<file path="config.mk">
export PLATFORM = sky130hd
export DESIGN_NAME = instr_fetch
export DESIGN_NICKNAME = d
export VERILOG_FILES = /design/src/rtl/instr_fetch.sv
export SDC_FILE = /design/constraint.sdc
export NUM_CORES = 1
export LEC_CHECK = 0
export ABC_AREA = 1
export BUFFER_PORTS_ARGS = -buffer_cell sky130_fd_sc_hd__buf_4
export CAP_MARGIN = 0
export CORE_ASPECT_RATIO = 0.9
export CORE_UTILIZATION = 42
export CTS_BUF_LIST = sky130_fd_sc_hd__clkbuf_4 sky130_fd_sc_hd__clkbuf_8
export DETAILED_ROUTE_END_ITERATION = 6
export GPL_TIMING_DRIVEN = 0
export PLACE_DENSITY_LB_ADDON = 0.15
export SLEW_MARGIN = 20
export SYNTH_ARGS = -nofsm -noshare
export SYNTH_HDL_FRONTEND = slang
export SYNTH_SLANG_ARGS = --single-unit
</file>
<file path="constraint.sdc">
create_clock -name clk -period 1.5 [get_ports clk]
set_input_delay 0.3 -clock clk [delete_from_list [all_inputs] [get_ports clk]]
set_output_delay 0.3 -clock clk [all_outputs]
set_load 0.005 [all_outputs]
</file>
<file path="src/rtl/instr_fetch.sv">
// instr_fetch: fetch stage ahead of the immediate generator and decoder.
// Holds the program counter, issues one single-word read per instruction,
// captures the returned word into ir and holds it until the consumer
// acknowledges it. The PC then advances by 4 or loads a redirect target.
//
// Parameters:
//   RESET_PC   PC loaded on reset (4-byte aligned)
//   NOP_INSTR  ir value on reset
//
// Ports:
//   clk            system clock, rising edge
//   reset          synchronous, active-high reset
//   imem_addr      fetch address (= pc), meaningful while imem_rd_en = 1
//   imem_rd_en     read strobe, one cycle per fetch
//   imem_rd_data   instruction word from memory
//   imem_rd_valid  imem_rd_data valid this cycle
//   ir             registered instruction
//   pc             address of the instruction held in ir
//   pc_plus4       pc + 4, combinational, wraps mod 2^32
//   ir_valid       ir holds a freshly fetched instruction (registered)
//   ir_ack         consumer done with ir; advance (HOLD only)
//   pc_load        redirect select, sampled only with ir_ack
//   pc_load_value  redirect target
//   fetch_fault    (FETCH_MISALIGN_TRAP_EN only) sticky misaligned-redirect trap
//
// Optional feature macro: FETCH_MISALIGN_TRAP_EN
//   Defined:   misaligned redirect sets fetch_fault and parks in FAULT until reset.
//   Undefined: low two bits of the redirect target are cleared silently.

module instr_fetch #(
  parameter logic [31:0] RESET_PC  = 32'h0000_0000,
  parameter logic [31:0] NOP_INSTR = 32'h0000_0013
) (
  input  logic        clk,
  input  logic        reset,
  output logic [31:0] imem_addr,
  output logic        imem_rd_en,
  input  logic [31:0] imem_rd_data,
  input  logic        imem_rd_valid,
  output logic [31:0] ir,
  output logic [31:0] pc,
  output logic [31:0] pc_plus4,
  output logic        ir_valid,
  input  logic        ir_ack,
  input  logic        pc_load,
  input  logic [31:0] pc_load_value
`ifdef FETCH_MISALIGN_TRAP_EN
  ,
  output logic        fetch_fault
`endif
);

`ifdef FETCH_MISALIGN_TRAP_EN
  typedef enum logic [1:0] {S_REQ, S_WAIT, S_HOLD, S_FAULT} state_t;
`else
  typedef enum logic [1:0] {S_REQ, S_WAIT, S_HOLD} state_t;
`endif

  state_t      r_state;
  state_t      w_state_nxt;
  logic [31:0] r_pc;
  logic [31:0] w_pc_nxt;
  logic [31:0] r_ir;
  logic [31:0] w_ir_nxt;
  logic        r_ir_valid;
  logic        w_ir_valid_nxt;
  logic        w_rd_en;
  logic [31:0] w_pc_plus4;
  logic [31:0] w_load_target;
`ifdef FETCH_MISALIGN_TRAP_EN
  logic        r_fault;
  logic        w_fault_nxt;
  logic        w_misaligned;

  assign w_misaligned = |pc_load_value[1:0];
`endif

  assign w_pc_plus4    = r_pc + 32'd4;
  // Masking instead of slicing keeps every target bit in use.
  assign w_load_target = pc_load_value & 32'hFFFF_FFFC;

  always_comb begin
    w_state_nxt    = r_state;
    w_pc_nxt       = r_pc;
    w_ir_nxt       = r_ir;
    w_ir_valid_nxt = r_ir_valid;
    w_rd_en        = 1'b0;
`ifdef FETCH_MISALIGN_TRAP_EN
    w_fault_nxt    = r_fault;
`endif
    case (r_state)
      S_REQ: begin
        w_rd_en     = 1'b1;
        w_state_nxt = S_WAIT;
      end
      S_WAIT: begin
        if (imem_rd_valid) begin
          w_ir_nxt       = imem_rd_data;
          w_ir_valid_nxt = 1'b1;
          w_state_nxt    = S_HOLD;
        end
      end
      S_HOLD: begin
        if (ir_ack) begin
          w_ir_valid_nxt = 1'b0;
`ifdef FETCH_MISALIGN_TRAP_EN
          if (pc_load && w_misaligned) begin
            w_fault_nxt = 1'b1;
            w_state_nxt = S_FAULT;
          end else begin
            w_pc_nxt    = pc_load ? w_load_target : w_pc_plus4;
            w_state_nxt = S_REQ;
          end
`else
          w_pc_nxt    = pc_load ? w_load_target : w_pc_plus4;
          w_state_nxt = S_REQ;
`endif
        end
      end
`ifdef FETCH_MISALIGN_TRAP_EN
      S_FAULT: begin
        w_state_nxt = S_FAULT;
      end
`endif
      default: begin
        w_state_nxt = S_REQ;
      end
    endcase
  end

  always_ff @(posedge clk) begin
    if (reset) begin
      r_state    <= S_REQ;
      r_pc       <= RESET_PC;
      r_ir       <= NOP_INSTR;
      r_ir_valid <= 1'b0;
`ifdef FETCH_MISALIGN_TRAP_EN
      r_fault    <= 1'b0;
`endif
    end else begin
      r_state    <= w_state_nxt;
      r_pc       <= w_pc_nxt;
      r_ir       <= w_ir_nxt;
      r_ir_valid <= w_ir_valid_nxt;
`ifdef FETCH_MISALIGN_TRAP_EN
      r_fault    <= w_fault_nxt;
`endif
    end
  end

  assign imem_addr  = r_pc;
  assign imem_rd_en = w_rd_en;
  assign ir         = r_ir;
  assign pc         = r_pc;
  assign pc_plus4   = w_pc_plus4;
  assign ir_valid   = r_ir_valid;
`ifdef FETCH_MISALIGN_TRAP_EN
  assign fetch_fault = r_fault;
`endif

endmodule

</file>
Word level (Yosys, flattened, before mapping)
Cells that the tools add are included.
{ "word_totals": {"regBits": 67, "latchBits": 0, "ram_bits": 0, "mem_bits_ro": 0, "input_bits": 69, "word_cells": 23, "mem_count": 0} }
{ "op_classes": {"addsub": 1, "multipliers": 0, "n_div": 0, "n_lt_le_gt_ge": 0, "eq_ne": 4, "shift": 0, "mux": 8, "bitwise": 0, "reduce_logical": 6} }
{ "ops": {"columns": ["op", "n"], "rows": [
  ["adder 32 x 3 -> 32 bit, second input constant", 1],
  ["2-to-1 mux 32 bit", 1],
  ["case mux 2 bit (3 select lines)", 1],
  ["AND reduction 2 bit", 3],
  ["2-to-1 mux 2 bit", 2],
  ["!= test 2 bit, second input constant", 2],
  ["2-to-1 mux 1 bit", 3],
  ["AND reduction 3 bit", 1],
  ["equality test 2 x 1 -> 1 bit, second input constant", 1],
  ["equality test 2 bit, second input constant", 1],
  ["logical NOT 2 bit", 1],
  ["case mux 1 bit (2 select lines)", 1],
  ["nonzero test 2 bit", 1]
]} }

Depth between registers and ports, before layout
{ "logic_depth": {"depth_word": 3, "mapped_depth": 10, "depth_no_buf": 10} }

Least setup slack after synthesis
No wires, ideal clock.
{ "synth_timing": {"kind": "register -> output", "start": "reg r_pc[2], in the netlist imem_addr[2]", "end": "out pc_plus4[22]", "arrival_time_ns": 1.337, "t_required_ns": 1.200, "path_slack_ns": -0.137, "stages_incl_launch_ff": 8, "path_buffers": 0, "path_cell_list": "dfxtp_1 -> ha_1 -> nand2_1 -> nor2_4 -> nand2_4 -> nor2_4 -> nand3_1 -> and2_1"} }
{ "synth_via": {"elab_chain_cells": 1} }
{ "synth_lines": {"columns": ["element", "line", "source"], "rows": [
  ["from (decl)", "61", "logic [31:0] r_pc;"],
  ["from (signal assigned)", "142", "r_pc <= w_pc_nxt;"],
  ["adder 32 x 3 -> 32 bit", "78", "assign w_pc_plus4 = r_pc + 32'd4;"],
  ["to (decl)", "42", "output logic [31:0] pc_plus4,"]
]} }
Every way passes these cells.

Worst setup path after layout
{ "layout_timing": {"start": "reg r_pc[3], in the netlist imem_addr[3]", "end": "out pc_plus4[22]"} }
Same word-level chain as after synthesis.

==> metrics.md <==
| Metric | Value |
|---|---|
| Cell-by-cell listing of the critical path | `ha_4, nand2_4, nor2_4, nand2_4, nor2_4, nand2_1, nand2_1, and2_1, buf_4` |
| Cell Area, Synth | `3654 sq um` |
| Required time at the endpoint of the critical path | `1.20 ns` |
| Headroom to the max-slew limit | `61.25%` |
| Fin Clk Skew | `0.01442 ns` |
| Area leader, netlist | `sky130_fd_sc_hd__dfxtp_1` |
| Max capacitance violation total | `0` |
| Overall power of the completed layout | `4155 uW` |
| Clock insertion delay at the later pin of the skew report | `0.37 ns` |
| Endpoints failing hold | `0` |
| CTS sink count | `65` |
| Total length of routed wires | `12,390 um` |
| CTS Root Buffer Type | `sky130_fd_sc_hd__clkbuf_8` |
| CTS tree | `yes` |
| Library cell with the highest instance count after synthesis | `sky130_fd_sc_hd__nand2_1` |
| Core Box Area | `8223 sq um` |
| Die Area | `9076 sq um` |
| Final cell count without fillers | `881` |
| Pre-Repair DR Iteration Count | `5` |
| Area fraction in compound gates after synthesis | `16.40%` |
| Final HPWL DP | `8951 um` |
| Number of I/O port buffers | `190` |
| Initial Util | `44.43%` |
| Post-detailed-route via-to-cell ratio | `4.860` |
| Pin count of the biggest net entering global routing | `20` |
| H-Tree Depth | `3` |
| Critical path endpoint category | `primary output` |
| Number of antenna-violating nets in the routed design | `0` |
| Total number of vias | `4,282` |
| Data arrival time of the critical path | `1.74 ns` |
| Stage delay of the slowest cell on the critical path | `0.37 ns` |
| Portion of netlist area occupied by mux cells | `0%` |
| Maximum fanout count along the critical path | `5` |
| Worst-path clk slew | `0.08 ns` |
| DIE WIDTH | `100.3 um` |
| Met3 GRT Util | `9.211%` |
| Share of the synthesized area in the top cell type | `35.62%` |
| Number of global-route vias before repair | `4,105` |
| Path depth of the worst reg2reg path | `12` |
| Final setup violating endpoints | `34` |
| DRC violation count after routing | `0` |
| Setup repair after global routing missed its margin | `true` |
| Antenna violations before repair | `0` |
| Most used standard cells in the synthesized netlist | `sky130_fd_sc_hd__nand2_1, sky130_fd_sc_hd__nor2_1, sky130_fd_sc_hd__dfxtp_1, sky130_fd_sc_hd__a21oi_1, sky130_fd_sc_hd__o21ai_0` |
| Areal power density over the cells | `694.4 nW/um^2` |
| Class of the most critical setup path | `flop to primary output` |
| Dominant combinational cell family by area after synthesis | `simple AND/OR/NAND/NOR gates` |
| Number of register bits inferred by synthesis | `65` |
| Layout fillers | `666` |
| Synthesized-area fraction occupied by adder cells | `0.3425%` |
| Count of flip-flops with a built-in enable after synthesis | `0` |
| Instance count after placement with tap cells included | `842` |
| Number of buffers created by CTS | `9` |
| Average footprint of a synthesized cell | `6.867 sq um` |
| Share of async-settable or async-resettable flops after synthesis | `0%` |
| Fin crit share | `136.2%` |
| Iteration-0 DRC Markers | `157` |
| Transition time at the pin with the least slew margin | `0.5812 ns` |
| Maximum root-to-sink buffer count | `2` |
| Slowest library cell on the worst path | `sky130_fd_sc_hd__dfxtp_4` |
| Row count | `31` |
| Fraction of final layout cells with drive strength greater than 1 | `49.35%` |
| Crit path launch type | `flop` |
| Max Slew Vio Count | `0` |
| Post-synthesis xor/xnor area fraction | `5.034%` |
| Fin nets | `831` |
| Antenna cells | `0` |
| Outcome | `finished with violations` |
| Total GRT Usage | `26.67%` |
| Layout area overhead | `63.77%` |
| Reported leakage power | `0.002911 uW` |
| Most common flop cell mapped by yosys | `sky130_fd_sc_hd__dfxtp_1` |
| Failing checks | `setup timing` |
| Routed length per placed instance | `14.06 um` |
| Worst IR Drop VDD | `734.6 uV` |
| Total gr overflow | `0` |
| Busiest grt layer | `met2` |
| Cts-stage hold buffer count | `0` |
| GR Util met2 | `47.15%` |
| Final critical-path required period | `2.043 ns` |
| Die height | `90.48 um` |
| F_max | `0.4895 GHz` |
| Part of the Yosys area used for sequential elements | `35.62%` |
| Number of instances in the synthesized netlist | `532` |
| Type of the tightest min-delay check | `input port to flop` |
| Placer's final routability congestion estimate | `0.8887` |
| Worst setup slack after layout | `-0.5430 ns` |
| Area share of and/or/nand/nor cells after synthesis | `30.07%` |
| Total of warnings raised by yosys | `0` |
| Cell types with the largest area share after synthesis | `sky130_fd_sc_hd__dfxtp_1, sky130_fd_sc_hd__nand2_1, sky130_fd_sc_hd__nor2_1` |
| Worst Hold Path Cells | `2` |
| Global-route wire length before repair | `19,130 um` |
| I/O pin count | `199` |
| Met1 GRT Util | `30.04%` |
| Worst Hold Margin | `0.1235 ns` |
| Netlist cell types | `24` |
## what timing repair did
item | CTS | global route
resized for setup | 58 | 63
setup buffers | 17 | 10
endpoints found under the setup margin | 75 | 82
pin swaps | 23 | 22
## cell families after synthesis
logic type,after synthesis
AND/OR/NAND/NOR,247
AO/OA/AOI/OAI,119
buffers and inverters,84
flip-flops,65
XOR/XNOR,15
adder cells (fa/ha/maj),1
other,1
## critical path, delay by kind of cell, from the launching register on
kind / cells / cell delay, ns
adder cells (fa/ha/maj): 1 / 0.16
buffers and inverters: 1 / 0.11
flip-flops: 1 / 0.37
AND/OR/NAND/NOR: 7 / 0.75
## final timing paths
path         slack, ns    startpoint       endpoint
min               0.12         reset     r_state[1]
max reg2reg      -0.22  imem_addr[3]  imem_addr[31]
min reg2reg       0.47         ir[1]          ir[1]
max              -0.54  imem_addr[3]   pc_plus4[22]
## registers in the layout (all words and copies together), names as in the netlist
register / flops
ir_valid: 1
ir: 32
r_state: 2
imem_addr: 30
## report_power, final
group          switching, uW  internal [uW]  leakage, uW
Sequential              85.5           1800     0.000549
Clock                    787            781     0.000100
Combinational            303            402      0.00226
Total                   1180           2980      0.00291
## through the flow
stage | setup TNS, ns | util (%) | cell area, sq um | worst slack, ns
after floorplan | -0.01053 | - | 3706 | -0.005266
after global placement | -5.774 | 64.17 | 5276 | -0.2400
after detailed placement | -8.442 | 64.17 | 5276 | -0.2544
after CTS | -12.19 | 70.01 | 5757 | -0.5431
after global routing | -15.68 | 72.76 | 5983 | -0.6138
final | -12.72 | 72.76 | 5983 | -0.5430
## cell usage in the layout, fill, tap and decap left out, drive strengths merged
cell type / synthesis / routed
inv: 23 / 26
and2: 5 / 5
a21oi: 59 / 59
o211ai: 1 / 1
bufinv: 0 / 1
a31oi: 1 / 1
nor2: 101 / 101
xnor2: 4 / 4
xor2: 11 / 11
buf: 39 / 254
clkinvlp: 0 / 1
clkinv: 1 / 3
ha: 1 / 1
clkbuf: 21 / 28
nand3b: 7 / 7
nand2: 120 / 120
dfxtp: 65 / 65
nand3: 14 / 14
o21ai: 58 / 58
conb: 1 / 6
## final cells by class
cell class | count | area [sq um] | area share [%]
multi-input cells | 388 | 2137 | 35.72
repair buffers | 214 | 1655 | 27.67
well taps | 115 | 143.9 | 2.405
clock buffers | 9 | 123.9 | 2.070
inverters | 24 | 90.09 | 1.506
flip-flops and latches | 65 | 1383 | 23.11
plain buffers | 59 | 372.9 | 6.232
clock inverters | 7 | 77.57 | 1.297
## layer usage
layer	wire length (um)	vias up
li1	-	2116
met1	4871	1957
met5	0	-
met3	1131	24
met4	216	0
met2	6169	185
(Power assumes the default switching activity.)
